## src/rtl/rle_encoder.sv

```systemverilog
// rle_encoder: packs runs of same-colour pixels into 16-bit {run_len[9:0], colour[5:0]} words.
// Define RLE_ENCODER_FRAME_MARKER_EN to append a 16'h0000 marker word after the last run of each frame.
module rle_encoder #(
  parameter int MAX_RUN = 1023
) (
  input  logic        clk,
  input  logic        rst,
  input  logic        pixel_valid,
  input  logic [5:0]  pixel_colour,
  input  logic        row_end,
  input  logic        frame_end,
  output logic        pixel_ready,
  output logic        word_valid,
  output logic [15:0] word_data,
  input  logic        word_ready
);

  localparam logic [1:0] S_EMPTY = 2'd0;
  localparam logic [1:0] S_RUN   = 2'd1;
  localparam logic [1:0] S_FLUSH = 2'd2;
  localparam logic [1:0] S_MARK  = 2'd3;
  localparam logic [9:0] MAX_LEN = 10'(MAX_RUN);

  logic [1:0]  r_state;
  logic [9:0]  r_len;
  logic [5:0]  r_colour;
  logic        r_frame;
  logic        r_word_valid;
  logic [15:0] r_word_data;

  logic w_out_free;
  logic w_row_end;
  logic w_frame_end;
  logic w_extend;
  logic w_pixel_ready;
  logic w_accept;

  // Handshake qualifiers and run-continuation decision for the incoming pixel
  always_comb begin
    w_out_free = !r_word_valid || word_ready;
    // frame_end always closes the row; it only arms the marker when the feature is built in
    w_row_end  = row_end || frame_end;
`ifdef RLE_ENCODER_FRAME_MARKER_EN
    w_frame_end = frame_end;
`else
    w_frame_end = 1'b0;
`endif
    w_extend = (pixel_colour == r_colour) && (r_len < MAX_LEN);
    if (rst) begin
      w_pixel_ready = 1'b0;
    end else begin
      w_pixel_ready = ((r_state == S_EMPTY) || (r_state == S_RUN)) && w_out_free;
    end
    w_accept = pixel_valid && w_pixel_ready;
  end

  // Run tracking state machine and output word register
  always_ff @(posedge clk) begin
    if (rst) begin
      r_state      <= S_EMPTY;
      r_len        <= 10'd0;
      r_colour     <= 6'd0;
      r_frame      <= 1'b0;
      r_word_valid <= 1'b0;
      r_word_data  <= 16'h0000;
    end else begin
      // A consumed word drops valid unless a new word is loaded on the same edge below
      if (r_word_valid && word_ready) begin
        r_word_valid <= 1'b0;
      end
      case (r_state)
        S_EMPTY: begin
          if (w_accept) begin
            r_len    <= 10'd1;
            r_colour <= pixel_colour;
            r_frame  <= w_frame_end;
            r_state  <= w_row_end ? S_FLUSH : S_RUN;
          end
        end
        S_RUN: begin
          if (w_accept) begin
            if (w_extend) begin
              if (w_row_end) begin
                r_word_valid <= 1'b1;
                r_word_data  <= {r_len + 10'd1, r_colour};
                r_len        <= 10'd0;
                r_frame      <= 1'b0;
                r_state      <= w_frame_end ? S_MARK : S_EMPTY;
              end else begin
                r_len <= r_len + 10'd1;
              end
            end else begin
              r_word_valid <= 1'b1;
              r_word_data  <= {r_len, r_colour};
              r_len        <= 10'd1;
              r_colour     <= pixel_colour;
              r_frame      <= w_frame_end;
              r_state      <= w_row_end ? S_FLUSH : S_RUN;
            end
          end
        end
        S_FLUSH: begin
          if (w_out_free) begin
            r_word_valid <= 1'b1;
            r_word_data  <= {r_len, r_colour};
            r_len        <= 10'd0;
            r_frame      <= 1'b0;
            r_state      <= r_frame ? S_MARK : S_EMPTY;
          end
        end
`ifdef RLE_ENCODER_FRAME_MARKER_EN
        S_MARK: begin
          if (w_out_free) begin
            r_word_valid <= 1'b1;
            r_word_data  <= 16'h0000;
            r_state      <= S_EMPTY;
          end
        end
`endif
        default: begin
          r_state <= S_EMPTY;
        end
      endcase
    end
  end

  assign pixel_ready = w_pixel_ready;
  assign word_valid  = r_word_valid;
  assign word_data   = r_word_data;

endmodule

```

## config.mk

```make
export PLATFORM = sky130hd
export DESIGN_NAME = rle_encoder
export DESIGN_NICKNAME = d
export VERILOG_FILES = /design/src/rtl/rle_encoder.sv
export SDC_FILE = /design/constraint.sdc
export NUM_CORES = 1
export LEC_CHECK = 0
export ABC_CLOCK_PERIOD_IN_PS = 4300
export CAP_MARGIN = 20
export CORE_ASPECT_RATIO = 1.2
export CORE_MARGIN = 3
export CORE_UTILIZATION = 40
export DETAILED_ROUTE_END_ITERATION = 10
export PLACE_DENSITY = 0.6
export REMOVE_ABC_BUFFERS = 1
export SETUP_SLACK_MARGIN = 0.1
export SYNTH_ARGS = -nofsm -noshare
export SYNTH_HDL_FRONTEND = slang
export SYNTH_SLANG_ARGS = --single-unit
```

## constraint.sdc

```tcl
create_clock -name clk -period 4.3 [get_ports clk]
set_input_delay 0.43 -clock clk [delete_from_list [all_inputs] [get_ports clk]]
set_output_delay 0.43 -clock clk [all_outputs]
set_load 0.01 [all_outputs]
```

==> run_results.csv <==
group,metric,value,unit
die,die_h,84.0,um
placement,dp.cells,308,
global_route,grt_pass1_wl,8340,um
clock_network,cts_made_buffers,5,
die,start_util,0.429,
yosys,synthesis.instances,231,
global_route,grt_pass1_vias,1705,
final_layout,fill_cells,474,
timing,worst_pin_slew,0.874,ns
placement,gp_congestion,0.792,
timing,finalCriticalPeriod,2.62,ns
yosys,synth_top_area_share,0.345,
worst_setup_path,worstSetupPathType,"input port to flip-flop",
pwr,p_total,1.32,mW
clock_network,insertion_delay,0.29,ns
yosys,synth_most_common_cell,"dfxtp_1",
clock_network,cts_hold_buf,0,
clock_network,ctsResizeCount,0,
timing,slew_headroom,0.416,
final_layout,multi_input_area,1210,um^2
yosys,synth-edff-count,0,
yosys,synthArstFlopShare,0,
yosys,synth_area_leader_cell,"dfxtp_1",
final_layout,drive_above_1_share,0.100,
final_layout,fin_util,0.521,
timing,max_freq,382,MHz
pwr,swShare,0.364,
worst_setup_path,crit_path_cell_trace,"clkdlybuf4s50_1 > nand2b_1 > o21ai_0 > and3_1 > a21oi_1 > a311oi_1",
drt,met1Wirelength,2320,um
yosys,yosys_warnings,0,
clock_network,htreeDepth,2,
worst_setup_path,cp_max_fo,19,
pwr,leakage,0.842,nW
pwr,internal-power,0.842,mW
die,core_area,4730,um^2
yosys,syn_area_per_cell,8.79,um^2
die,die_area,5970,um^2
yosys,synth_cell_types,43,
final_layout,register_area,701,um^2
global_route,overflow,0,
pwr,p_comb_frac,0.432,
yosys,syn_area,2030,um^2
worst_setup_path,end_kind,"flip-flop",
timing,hold_viol,0,
die,fp.dieW,71.0,um
pwr,p_sw,0.481,mW
placement,hpwlAfterDp,3530,um
worst_setup_path,critical_path.max_stage_delay,0.77,ns
final_layout,final_nets,275,
yosys,synth_area_leaders,"dfxtp_1, mux2i_1, o21ai_0, a21oi_1, o2111ai_1",
global_route,antenna_found_initial,0,
final_layout,diodes,0,
worst_setup_path,critPathSlowestCell,"clkdlybuf4s50_1",
timing,setup_violations,0,
placement,port_buffers,29,
yosys,ys_seq_area_frac,0.345,
hold_path,hp-class,"flip-flop to flip-flop",
timing,setup_tns,0,ns
clock_network,cts_buffer_depth,2,
worst_setup_path,critPathLaunchType,"input port",
placement,dp_slack,1.36,ns
drt,route.met2.wl,2290,um
drt,drc_errors,0,
drt,wl_met3,176,um
yosys,synth_common_cells,"dfxtp_1, nor2_1, o21ai_0",
outcome,outcome,"finished, final reports clean",
clock_network,cts_num_sinks,35,
drt,first_pass_iters,4,
pwr,clkPwrFrac,0.233,
timing,slew_violations,0,
drt,wl_per_cell,15.4,um
pwr,ir_worst_vdd,203,uV
pwr,p_seq_frac,0.336,
flow_run,cap_viol_max_count,0,
die,ios,30,
timing,fin_crit_sh,0.609,
worst_setup_path,cp_top_family,"simple AND/OR/NAND/NOR gates",
clock_network,cts_setup_buffers,0,
drt,detail-route-antenna-nets,0,
timing,fin_ws,1.68,ns
drt,routed-via-count,1776,
clock_network,clkTransAtPathRegs,0.07,ns
clock_network,cts_tree,"built",
clock_network,clock-root-buffer,"clkbuf_8",
worst_setup_path,critPathArrivalTime,2.81,ns
worst_setup_path,worstPathRequired,4.49,ns
global_route,grt_max_degree,20,
yosys,synth_ff_type,"dfxtp_1",
timing,fin_skew,0.00446,ns
pwr,p_per_area,537,nW/um^2
final_layout,area_growth,21.4,%
drt,routed_wl,4870,um
drt,top_layer,"met4",
final_layout,final_cell_count_no_fill,317,
timing,rsz0062_at_grt,"false",
drt,drt_iter0_markers,61,
drt,routed_via_density,5.60,
die,rows,27,
yosys,synth-seq-cells,35,
global_route,grt_use_total,0.173,
worst_setup_path,critPathBufInv,1,
## layout by cell type (no fill, tap or decap), drive strengths merged, types with 4 or more instances in the layout
cell and n:
nand3 13, nor2 21, ha 5, dfxtp 35, xor2 7, nand2 5, xnor2 4, or3 5
a21oi 17, a211oi 7, nand2b 4, a311oi 5, and4 4, nor3 4, o2111ai 9, nand4 8
clkbuf 7, o21ai 22, and2 4, mux2i 10, clkdlybuf4s50 29, inv 12
## power groups by stage
stage,logic [mW],clock network [mW],registers [mW]
global placement,0.565,0,0.450
CTS,0.573,0.316,0.444
finish,0.571,0.308,0.444
global route,0.632,0.331,0.456
detailed placement,0.574,0,0.449
floorplan,0.330,0,0.464
## worst reg2reg max path: cells and delay by family (launching register included)
| kind | cells | cell delay (ns) |
|---|---|---|
| simple gates | 2 | 1.19 |
| compound gates | 1 | 0.34 |
| flops | 1 | 0.33 |
| mux | 1 | 0.22 |
| xor+xnor | 1 | 0.19 |
## final timing paths
path / slack, ns / start / endpoint / cells past startpoint
setup reg to reg: 1.97 / r_colour[5]$_SDFFE_PP0P_ / r_state[1]$_SDFFE_PP0P_ / 5
hold reg to reg: 0.48 / word_data[1]$_SDFFE_PP0P_ / word_data[1]$_SDFFE_PP0P_ / 2
setup / recovery: 1.68 / rst / word_data[11]$_SDFFE_PP0P_ / 6
hold / removal: 0.48 / word_data[1]$_SDFFE_PP0P_ / word_data[1]$_SDFFE_PP0P_ / 2
## cell families (layout without fill, tap and decap cells)
kind of cell,after synthesis,count (layout),synth area share
DFF,35,35,0.345
AOI/OAI and AO/OA,67,67,0.224
adders and majority gates,5,5,0.0308
xor gates and xnor gates,11,11,0.0475
and+or+nand+nor,79,79,0.244
muxes,10,10,0.0493
buffers and inverters,24,52,0.0592
## flip-flops by register name, summed over array words and instances (netlist names)
register / count
r_colour: 6
word_data: 16
r_state: 2
word_valid: 1
r_len: 10
## per-layer routing
layer,up-vias,global-route usage
met5,-,0
met3,7,0.0289
met2,41,0.279
met1,822,0.225
met4,0,0.0701
li1,906,-
## layout make-up
cell class | count | share of cell area
Tap cell | 58 | 0.0295
Sequential cell | 35 | 0.284
Inverter | 12 | 0.0183
Clock buffer | 6 | 0.0335
Multi-Input combinational cell | 172 | 0.491
Timing Repair Buffer | 32 | 0.130
Clock inverter | 2 | 0.0142
## through the flow
| stage | cell area, um^2 | hold WS [ns] |
|---|---|---|
| after detailed placement | 2330 | 0.467 |
| final | 2460 | 0.476 |
| after global routing | 2460 | 0.504 |
| after floorplan | 1950 | 0.461 |
| after global placement | 2330 | 0.462 |
| after CTS | 2450 | 0.477 |
Note: power is estimated with default switching activity, not from simulation.
